**src/rtl/std_cache_pkg.sv**
```systemverilog
// std_cache_pkg: shared scheduler index type and AXI ID to requester decode
package std_cache_pkg;
  localparam int unsigned num_req_default = 3;
  localparam int unsigned sched_idx_w = $clog2(num_req_default);
  typedef logic [sched_idx_w-1:0] sched_idx_t;
  localparam logic [3:0] axi_id_icache = 4'b0000;
  localparam logic [3:0] axi_id_dcache = 4'b0111;
  localparam logic [3:0] axi_id_bypass = 4'b1000;
  localparam sched_idx_t req_icache = 2'd0;
  localparam sched_idx_t req_bypass = 2'd1;
  localparam sched_idx_t req_dcache = 2'd2;
  // Bypass owns every ID with the top bit set (4'b1???)
  function automatic sched_idx_t id_to_req(input logic [3:0] id);
    return id[3] ? req_bypass : (id == axi_id_dcache ? req_dcache : req_icache);
  endfunction
endpackage

```
**src/rtl/fifo_v3.sv**
```systemverilog
// fifo_v3: small power-of-two FIFO; push while full is accepted when a pop happens in the same cycle
module fifo_v3 #(
  parameter int unsigned DATA_WIDTH = 2,
  parameter int unsigned DEPTH = 4
) (
  input  logic                  clk_i,
  input  logic                  rst_ni,
  output logic                  full_o,
  output logic                  empty_o,
  input  logic [DATA_WIDTH-1:0] data_i,
  input  logic                  push_i,
  output logic [DATA_WIDTH-1:0] data_o,
  input  logic                  pop_i
);
  localparam int unsigned AddrW = (DEPTH > 1) ? $clog2(DEPTH) : 1;
  logic [DATA_WIDTH-1:0] r_mem [DEPTH];
  logic [AddrW-1:0] r_wp, r_rp;
  logic [AddrW:0] r_cnt;
  logic w_push, w_pop;
  assign full_o = r_cnt == (AddrW+1)'(DEPTH);
  assign empty_o = r_cnt == '0;
  assign w_pop = pop_i & ~empty_o;
  assign w_push = push_i & (~full_o | w_pop);
  assign data_o = r_mem[r_rp];
  always_ff @(posedge clk_i or negedge rst_ni) begin
    if (!rst_ni) begin
      r_cnt <= '0;
      r_wp <= '0;
      r_rp <= '0;
    end else begin
      r_cnt <= r_cnt + (AddrW+1)'(w_push) - (AddrW+1)'(w_pop);
      r_wp <= r_wp + AddrW'(w_push);
      r_rp <= r_rp + AddrW'(w_pop);
    end
  end
  always_ff @(posedge clk_i) begin
    if (w_push) r_mem[r_wp] <= data_i;
  end
endmodule

```
**src/rtl/std_axi_sched_arb.sv**
```systemverilog
// std_axi_sched_arb: one-channel arbiter with eligibility masking and grant lock
// STD_AXI_SCHED_RR_EN selects round-robin; otherwise the highest eligible index wins
module std_axi_sched_arb
  import std_cache_pkg::*;
#(
  parameter int unsigned N = 3,
  localparam int unsigned IdxW = $clog2(N)
) (
  input  logic            clk_i,
  input  logic            rst_ni,
  input  logic [N-1:0]    i_valid,
  input  logic [N-1:0]    i_elig,
  input  logic            i_ready,
  output logic            o_valid,
  output logic [IdxW-1:0] o_sel,
  output logic [N-1:0]    o_ready,
  output logic            o_hs,
  output logic            o_locked
);
  logic [N-1:0] w_req;
  logic [IdxW-1:0] w_win, r_sel;
  logic r_lock;
  assign w_req = i_valid & i_elig;
`ifdef STD_AXI_SCHED_RR_EN
  logic [IdxW-1:0] r_ptr;
  int w_idx;
  // Scan downward in offset so the requester closest to the pointer wins
  always_comb begin
    w_win = '0;
    w_idx = 0;
    for (int k = int'(N) - 1; k >= 0; k--) begin
      w_idx = (int'(r_ptr) + k) % int'(N);
      if (w_req[w_idx]) w_win = IdxW'(w_idx);
    end
  end
  always_ff @(posedge clk_i or negedge rst_ni) begin
    if (!rst_ni) r_ptr <= '0;
    else if (o_hs) r_ptr <= (o_sel == IdxW'(N - 1)) ? '0 : o_sel + 1'b1;
  end
`else
  always_comb begin
    w_win = '0;
    for (int i = 0; i < int'(N); i++) if (w_req[i]) w_win = IdxW'(i);
  end
`endif
  // A locked grant is replayed regardless of stall, credits or new requests
  assign o_valid = r_lock | (|w_req);
  assign o_sel = r_lock ? r_sel : w_win;
  assign o_hs = o_valid & i_ready;
  assign o_ready = o_hs ? {{(N-1){1'b0}}, 1'b1} << o_sel : '0;
  assign o_locked = r_lock;
  always_ff @(posedge clk_i or negedge rst_ni) begin
    if (!rst_ni) begin
      r_lock <= 1'b0;
      r_sel <= '0;
    end else begin
      r_lock <= o_valid & ~i_ready;
      r_sel <= o_sel;
    end
  end
endmodule

```
**src/rtl/std_axi_port_scheduler.sv**
```systemverilog
// std_axi_port_scheduler: shares one AXI4 master port among NumReq requesters with credits and W ordering
// STD_AXI_SCHED_RR_EN enables round-robin arbitration on AR and AW
module std_axi_port_scheduler
  import std_cache_pkg::*;
#(
  parameter int unsigned NumReq = 3,
  parameter int unsigned MaxOutstanding = 4,
  parameter int unsigned WFifoDepth = 4,
  localparam int unsigned IdxW = $clog2(NumReq)
) (
  input  logic              clk_i,
  input  logic              rst_ni,
  input  logic              stall_i,
  input  logic [NumReq-1:0] ar_valid_i,
  output logic [NumReq-1:0] ar_ready_o,
  output logic              ar_valid_o,
  input  logic              ar_ready_i,
  output logic [IdxW-1:0]   ar_sel_o,
  input  logic [NumReq-1:0] aw_valid_i,
  output logic [NumReq-1:0] aw_ready_o,
  output logic              aw_valid_o,
  input  logic              aw_ready_i,
  output logic [IdxW-1:0]   aw_sel_o,
  output logic [IdxW-1:0]   w_sel_o,
  output logic              w_sel_valid_o,
  input  logic              w_last_hs_i,
  input  logic              r_done_i,
  input  logic [IdxW-1:0]   r_req_i,
  input  logic              b_done_i,
  input  logic [IdxW-1:0]   b_req_i,
  output logic              idle_o,
  output logic              err_o
);
  localparam int unsigned CntW = $clog2(MaxOutstanding + 1);
  logic [CntW-1:0] r_rd_cnt [NumReq];
  logic [CntW-1:0] r_wr_cnt [NumReq];
  logic [NumReq-1:0] w_rd_ok, w_wr_ok, w_rd_inc, w_rd_dec, w_wr_inc, w_wr_dec, w_rd_zero, w_wr_zero;
  logic w_ar_hs, w_aw_hs, w_ar_lock, w_aw_lock, w_full, w_empty, w_uflow, r_err;
  logic [IdxW-1:0] w_head;
  always_comb begin
    w_rd_ok = '0;
    w_wr_ok = '0;
    w_rd_zero = '0;
    w_wr_zero = '0;
    for (int i = 0; i < int'(NumReq); i++) begin
      w_rd_zero[i] = r_rd_cnt[i] == '0;
      w_wr_zero[i] = r_wr_cnt[i] == '0;
      w_rd_ok[i] = !stall_i && r_rd_cnt[i] < CntW'(MaxOutstanding);
      w_wr_ok[i] = !stall_i && !w_full && r_wr_cnt[i] < CntW'(MaxOutstanding);
    end
  end
  always_comb begin
    w_rd_inc = '0;
    w_rd_dec = '0;
    w_wr_inc = '0;
    w_wr_dec = '0;
    for (int i = 0; i < int'(NumReq); i++) begin
      w_rd_inc[i] = w_ar_hs && ar_sel_o == IdxW'(i);
      w_rd_dec[i] = r_done_i && r_req_i == IdxW'(i);
      w_wr_inc[i] = w_aw_hs && aw_sel_o == IdxW'(i);
      w_wr_dec[i] = b_done_i && b_req_i == IdxW'(i);
    end
  end
  std_axi_sched_arb #(.N(NumReq)) u_ar_arb (
    .clk_i, .rst_ni, .i_valid(ar_valid_i), .i_elig(w_rd_ok), .i_ready(ar_ready_i),
    .o_valid(ar_valid_o), .o_sel(ar_sel_o), .o_ready(ar_ready_o), .o_hs(w_ar_hs), .o_locked(w_ar_lock)
  );
  std_axi_sched_arb #(.N(NumReq)) u_aw_arb (
    .clk_i, .rst_ni, .i_valid(aw_valid_i), .i_elig(w_wr_ok), .i_ready(aw_ready_i),
    .o_valid(aw_valid_o), .o_sel(aw_sel_o), .o_ready(aw_ready_o), .o_hs(w_aw_hs), .o_locked(w_aw_lock)
  );
  // An AW consumed by a W last in the same cycle while the FIFO is empty never enters it
  fifo_v3 #(.DATA_WIDTH(IdxW), .DEPTH(WFifoDepth)) u_w_fifo (
    .clk_i, .rst_ni, .full_o(w_full), .empty_o(w_empty), .data_i(aw_sel_o),
    .push_i(w_aw_hs & ~(w_empty & w_last_hs_i)), .data_o(w_head), .pop_i(w_last_hs_i & ~w_empty)
  );
  assign w_sel_valid_o = ~w_empty | w_aw_hs;
  assign w_sel_o = ~w_empty ? w_head : w_aw_hs ? aw_sel_o : '0;
  assign w_uflow = |(w_rd_dec & ~w_rd_inc & w_rd_zero) | |(w_wr_dec & ~w_wr_inc & w_wr_zero);
  assign idle_o = &w_rd_zero & &w_wr_zero & w_empty & ~w_ar_lock & ~w_aw_lock;
  assign err_o = r_err;
  always_ff @(posedge clk_i or negedge rst_ni) begin
    if (!rst_ni) begin
      r_err <= 1'b0;
      for (int i = 0; i < int'(NumReq); i++) begin
        r_rd_cnt[i] <= '0;
        r_wr_cnt[i] <= '0;
      end
    end else begin
      r_err <= r_err | w_uflow;
      for (int i = 0; i < int'(NumReq); i++) begin
        r_rd_cnt[i] <= r_rd_cnt[i] + CntW'(w_rd_inc[i] & ~w_rd_dec[i])
                       - CntW'(w_rd_dec[i] & ~w_rd_inc[i] & ~w_rd_zero[i]);
        r_wr_cnt[i] <= r_wr_cnt[i] + CntW'(w_wr_inc[i] & ~w_wr_dec[i])
                       - CntW'(w_wr_dec[i] & ~w_wr_inc[i] & ~w_wr_zero[i]);
      end
    end
  end
endmodule
```
**config.mk**
```make
export PLATFORM = sky130hd
export DESIGN_NAME = std_axi_port_scheduler
export DESIGN_NICKNAME = d
export VERILOG_FILES = /design/src/rtl/std_cache_pkg.sv /design/src/rtl/fifo_v3.sv /design/src/rtl/std_axi_sched_arb.sv /design/src/rtl/std_axi_port_scheduler.sv
export SDC_FILE = /design/constraint.sdc
export NUM_CORES = 1
export LEC_CHECK = 0
export CAP_MARGIN = 15
export CORE_ASPECT_RATIO = 0.9
export CORE_MARGIN = 2
export CORE_UTILIZATION = 47
export CTS_BUF_LIST = sky130_fd_sc_hd__clkbuf_4 sky130_fd_sc_hd__clkbuf_8
export CTS_CLUSTER_DIAMETER = 120
export DETAILED_ROUTE_END_ITERATION = 10
export MAX_ROUTING_LAYER = met4
export PLACE_DENSITY = 0.74
export REMOVE_ABC_BUFFERS = 1
export SETUP_SLACK_MARGIN = 0.4
export SYNTH_ARGS = -nofsm -noshare
export SYNTH_HDL_FRONTEND = slang
export SYNTH_SLANG_ARGS = --single-unit
export TNS_END_PERCENT = 10
```
**constraint.sdc**
```tcl
create_clock -name clk_i -period 3.75 [get_ports clk_i]
set_input_delay 0.5625 -clock clk_i [delete_from_list [all_inputs] [get_ports clk_i]]
set_output_delay 0.5625 -clock clk_i [all_outputs]
set_load 0.03 [all_outputs]
```
# == Word level (Yosys, flattened, before mapping) ==
# Memory sizes are Yosys's and may differ from the RTL's.
# Index checks and enable logic that the tools add are counted.
# op_classes
addsub,16
multipliers,0
n_div,0
magnitude_cmp,6
eq_ne,9
shift,2
mux,12
n_bitwise,70
reduce_logical,38
# op_table
op,count
$not 1->3,18
$and 1x3->3,12
$and 3x3->3,12
$logic_not 3->1,7
$logic_and 1x1->1,19
$add 3x3->3,6
$lt 3x3->1 const B,6
$sub 3x3->3,6
$and 1x1->1,13
$mux 2,6
$reduce_or 3->1,4
$eq 2x1->1 const B,4
$eq 2x2->1 const B,4
$logic_not 2->1,4
$not 1->1,7
$mux 3,2
$not 3->3,2
$or 1x1->1,6
$reduce_and 3->1,2
$shl 1x2->3 const A,2
$add 2x1->2,2
$mux 1,4
$add 3x1->3,1
$eq 3x3->1 const B,1
2 further kinds,3
# totals
regBits,32
latchBits,0
mem_bits_rw,8
romBits,0
inputBits,18
output_inout_bits,17
word_cells,168
memories,1
# memory_table
name,words,word_bits,rd,rd_clocked_by_memory_dff,write_ports,line,source
u_w_fifo.r_mem,4,2,1,0,1,fifo_v3.sv:16,logic [DATA_WIDTH-1:0] r_mem [DEPTH];

# == Depth between registers and ports, before layout ==
# logic_depth
ltp_word,16
depth_mapped,11
ltp_nobuf,11

# == Hierarchy ==
# A second synthesis with hierarchy kept.
# hier_totals
cells_unflattened,209
area_unflattened_um2,2280.9
# modules_own_cells
module,n_inst,cells_each,area_each_um2,seq_area_each_um2
std_axi_port_scheduler,1,127,1291.2,475.5
fifo_v3,1,42,664.4,415.4
std_axi_sched_arb,2,20,162.7,75.1

# == Least setup slack after synthesis ==
# No wires, ideal clock.
# synth_path
kind,input port to flip-flop
from,input port stall_i
to,register r_rd_cnt[2] (netlist bit)
setup_ps,124
arrival_ps,3363
required_time_ps,3626
slack_ps,263
path_stages,10
n_path_buf,0
path_cell_list,or2_1 o21ai_1 nor2b_1 nor3_1 ha_1 inv_1 ha_1 fa_1 xor2_1 xnor2_1
# synth_between
elab_cells_between_ends,19
cone_classes,add/sub: 2; eq/ne: 1; mux: 3; bitwise: 7; reduce/logical: 6
# synth_rtl
item,line,source
start: declaration,std_axi_port_scheduler.sv:13,"input logic stall_i,"
$logic_not 1->1 (*),std_axi_port_scheduler.sv:48,w_rd_ok[i] = !stall_i && r_rd_cnt[i] < CntW'(MaxOutstanding);
$logic_and 1x1->1 (*),std_axi_port_scheduler.sv:48,
$and 3x3->3 (*),std_axi_sched_arb.sv:23,assign w_req = i_valid & i_elig;
$mux 2 (*),std_axi_sched_arb.sv:43,for (int i = 0; i < int'(N); i++) if (w_req[i]) w_win = IdxW'(i);
$mux 2 (*),std_axi_sched_arb.sv:48,assign o_sel = r_lock ? r_sel : w_win;
net ar_sel_o[1],std_axi_port_scheduler.sv:18,"output logic [IdxW-1:0] ar_sel_o,"
$eq 2x2->1 (*),std_axi_port_scheduler.sv:58,w_rd_inc[i] = w_ar_hs && ar_sel_o == IdxW'(i);
$logic_and 1x1->1 (*),std_axi_port_scheduler.sv:58,
branches (longest 3 deep; another with $add 3x3->3),n/a,
$sub 3x3->3 (*),std_axi_port_scheduler.sv:93,- CntW'(w_rd_dec[i] & ~w_rd_inc[i] & ~w_rd_zero[i]);
end signal: indexed assignment,std_axi_port_scheduler.sv:92,r_rd_cnt[i] <= r_rd_cnt[i] + CntW'(w_rd_inc[i] & ~w_rd_dec[i])
end: declaration,std_axi_port_scheduler.sv:35,logic [CntW-1:0] r_rd_cnt [NumReq];
# Mark *: on every way through the listed nets, which the timed path passes.

# == Worst setup path in the final report ==
# layout_path
from,input port stall_i
to,output port ar_ready_o[0]
# layout_between
elab_chain_len,8
elab_cells_between_ends,13
cone_classes,shift: 1; mux: 4; bitwise: 3; reduce/logical: 5
# layout_lines
item,line,source
$logic_not 1->1 (*),std_axi_port_scheduler.sv:48,
$logic_and 1x1->1,std_axi_port_scheduler.sv:48,
$and 3x3->3 (*),std_axi_sched_arb.sv:23,
$mux 1,std_axi_sched_arb.sv:43,
$mux 2,std_axi_sched_arb.sv:43,
$mux 2,std_axi_sched_arb.sv:48,
$shl 1x2->3,std_axi_sched_arb.sv:50,"assign o_ready = o_hs ? {{(N-1){1'b0}}, 1'b1} << o_sel : '0;"
$mux 3 (*),std_axi_sched_arb.sv:50,
end: declaration,std_axi_port_scheduler.sv:15,"output logic [NumReq-1:0] ar_ready_o,"
# Mark *: on every way between the ends. The rest lies on a longest branch, timed or not.

==> metrics.md <==
| Metric | Value |
|---|---|
| Outcome | completed |
| Area of the core region | 0.00480 mm² |
| Critical Path AT | 2.59 ns |
| Pre-antenna DRT Iters | 4 |
| Crit-path cells | clkdlybuf4s50_1 -> or2_1 -> or3_1 -> o211ai_2 -> nor2_1 -> clkdlybuf4s50_1 |
| Share of layout cells above drive strength 1 | 10.8% |
| Per-instance average area after synthesis | 11.3 µm² |
| Number of endpoints with negative hold slack in the final report | 0 |
| Power density of the placed cells | 711 mW/mm² |
| Post-route cell area | 0.00285 mm² |
| Number of antenna violations at the first check in global routing | 0 |
| Starting Density | 48.1% |
| Worst slack after detailed placement | 0.329 ns |
| Share of the cycle needed by the critical path after routing | 84.1% |
| Top library cells by usage in the layout, fill and taps aside | clkdlybuf4s50_1, dfrtp_1, inv_1 |
| Post-detailed-placement half-perimeter wirelength | 3.56 mm |
| Fraction of power spent switching nets | 39.7% |
| Core occupancy in the finished layout | 59.3% |
| Post-synthesis sequential element count | 40 |
| Signed area change from the synthesized netlist to the final layout | 23.3% |
| Number of remaining DRC errors | 0 |
| Global-route total usage across every layer | 19.7% |
| Fmax achieved | 317 MHz |
| Critical path endpoint category | output pin |
| Cell area after synthesis | 0.00231 mm² |
| Worst stage delay on the critical path | 0.60 ns |
| FILL cells | 429 |
| Fraction of power consumed by the clock network | 14.5% |
| Setup clock skew after layout | 0.0110 ns |
| Share of flip-flops with an asynchronous set or reset | 80.0% |
| Number of max-capacitance violations reported | 0 |
| Primary FF master, synth | dfrtp_1 |
| Required arrival time at the worst endpoint | 3.19 ns |
| Max Buffers Root-to-Sink | 2 |
| Starting DRT DRC Count | 75 |
| Switching power | 0.804 mW |
| Worst Setup Path Type | in -> out |
| Sink count of the clock tree | 40 |
| Buf/Inv on CP | 2 |
| Max VDD drop | 0.349 mV |
| Count of vias placed by the detailed router | 1613 |
| Ys Warns | 0 |
| Number of buffers added to fix hold violations after cts | 0 |
| Number of rows created at floorplan | 24 |
| CTS buffer count | 5 |
| H-Tree Depth | 2 |
| Min-delay worst type | reg -> reg |
| Max-slew headroom at the worst pin | 62.1% |
| Number of distinct library cells after synthesis | 45 |
| Sequential fraction of the synthesis area | 45.0% |
| Cell family with most CP delay | buffers and inverters |
| CTS root buf | clkbuf_8 |
| Die span in x | 77.9 µm |
| Most frequent standard cell in the layout excluding fill and tap cells | clkdlybuf4s50_1 |
| Internal cell power | 1.22 mW |
| Clock slew at the register clock pins of the worst setup and hold paths | 0.07 ns |
| Die height | 70.5 µm |
| Final number of setup-violating endpoints | 0 |
| Final GP Congestion | 0.759 |
| Post-Synthesis Cells | 205 |
| Clock latency on the worst-skew pair | 0.29 ns |
| Placed instance area | 0.00276 mm² |
| Highest-delay cell along the critical path | clkdlybuf4s50_1 |
| Post-layout nets | 290 |
| Crit path setup slack, layout | 0.598 ns |
| Combinational group share of total power | 45.2% |
| Die footprint | 0.00550 mm² |
| GR met3 Demand/Resource | 5.48% |
| Transition at the pin with the smallest max-transition slack | 0.564 ns |
| Worst hold margin | 0.508 ns |
| Library cell appearing most often on the critical path | clkdlybuf4s50_1 |
| Number of input and output port buffers inserted | 34 |
| Pleak | 1.25 nW |
| Fraction of met1 tracks used by global routing | 26.8% |
| Wire length per cell after detailed routing | 14.5 µm |
| Via count of the first global-routing pass | 1715 |
| Maximum number of pins on one net before global-route repair | 33 |
| RSZ-0062 raised after global routing | no |
| EDFF count, synth | 8 |
| Kind of launch point of the worst setup path | input pin |
| Setup TNS | 0 ns |
| First-pass GRT wire length | 8.12 mm |
| Antenna viol nets, final | 0 |
| Mean number of vias per cell | 5.12 |
| Busiest layer in global routing | met2 |
| Clock tree from TritonCTS | built |
| Final Max Tran Viols | 0 |
| Post-layout minimum cycle time | 3.15 ns |
| Congestion Overflow GR | 0 |
| Sequential Power Share | 40.2% |
| Count of antenna diodes in the layout | 0 |
| Largest driver fanout on the critical path | 4 |
| Met2 global-route usage | 30.2% |
| Boundary Pins | 35 |
| Final wirelength | 4.57 mm |
## per-stage QoR
step / instances / total power [mW]
5_1_grt: 315 / 2.20
2_1_floorplan: 204 / 1.45
3_5_place_dp: 307 / 1.75
3_3_place_gp: 307 / 1.70
4_1_cts: 315 / 2.05
6_report: 315 / 2.03
## logic make-up after synthesis
family / Yosys count / synth area share [%]
AO/OA/AOI/OAI: 19 / 8.33
XOR/XNOR: 17 / 6.44
adder cells (fa/ha/maj): 23 / 14.7
buffers and inverters: 25 / 4.06
flip-flops: 40 / 45.0
multiplexers: 3 / 2.43
AND/OR/NAND/NOR: 78 / 19.0
## path summary, 6_finish.rpt
path,startpoint,to,slack [ns],depth (start not counted)
worst min-delay path,r_wr_cnt[3],r_wr_cnt[3],0.51,1
worst max-delay path,stall_i,ar_ready_o[0],0.60,6
max in group asynchronous,rst_ni,r_wr_cnt[1],2.78,2
min in group asynchronous,rst_ni,r_rd_cnt[7],0.67,2
worst max register to register,u_ar_arb.o_locked,r_rd_cnt[2],0.94,11
worst min register to register,r_wr_cnt[3],r_wr_cnt[3],0.51,1
## power groups by stage
stage	Combinational [mW]	Clock [mW]	Sequential [mW]
after detailed placement	0.926	0	0.823
after global placement	0.889	0	0.814
final	0.916	0.294	0.815
after CTS	0.931	0.301	0.818
after floorplan	0.667	0	0.781
after global routing	1.04	0.323	0.846
## state kept, by name, indices dropped and copies added, names as in the netlist
register and flops:
u_aw_arb.r_sel 2, r_rd_cnt 9, u_ar_arb.o_locked 1, err_o 1
u_aw_arb.o_locked 1, u_w_fifo.r_rp 2, u_w_fifo.r_mem 8, u_w_fifo.r_cnt 3
u_ar_arb.r_sel 2, r_wr_cnt 9, u_w_fifo.r_wp 2
## cell usage after synthesis (2+ instances only)
cell type / n / share of area [%]
or3b_1: 2 / 0.76
nand3b_1: 4 / 1.3
o41ai_4: 2 / 2.4
nor4_1: 3 / 0.81
nand2_1: 17 / 2.8
xnor2_1: 10 / 3.8
nand2b_1: 11 / 3.0
nand3_1: 2 / 0.43
mux4_2: 2 / 1.9
dfrtp_1: 32 / 35
inv_1: 23 / 3.7
nor3b_1: 2 / 0.65
xor2_1: 7 / 2.7
nor2_1: 6 / 0.97
nand4_1: 2 / 0.54
fa_1: 7 / 6.1
a31oi_1: 2 / 0.54
o21ai_1: 3 / 0.65
edfxtp_1: 8 / 10
o31ai_1: 2 / 0.65
nor2b_1: 4 / 1.1
or2_2: 2 / 0.54
nor3_1: 13 / 2.8
and2_1: 2 / 0.54
o32ai_2: 2 / 1.4
ha_1: 16 / 8.7
## cell type report
cell class                 instances  area, µm²  area share (%)
clock inverter                     1       5.00           0.176
tap                               65       81.3            2.85
clock buffer                       7       83.8            2.94
multi-input combinational        140       1180            41.3
timing repair buffer              38        373            13.1
sequential                        40       1040            36.5
inverter                          24       90.1            3.16
## routing by layer
layer / up-vias / part of all wire, %
met3: 4 / 3.4
met2: 29 / 48
met4: 0 / 0.59
met1: 785 / 48
li1: 795 / -
met5: - / 0
## repair_timing
| action | in CTS | in global routing |
|---|---|---|
| resized for setup | 0 | 1 |
| buffers inserted | 0 | 0 |
| endpoints found under the setup margin | 0 | 1 |
Note: power is estimated with default switching activity, not from simulation.
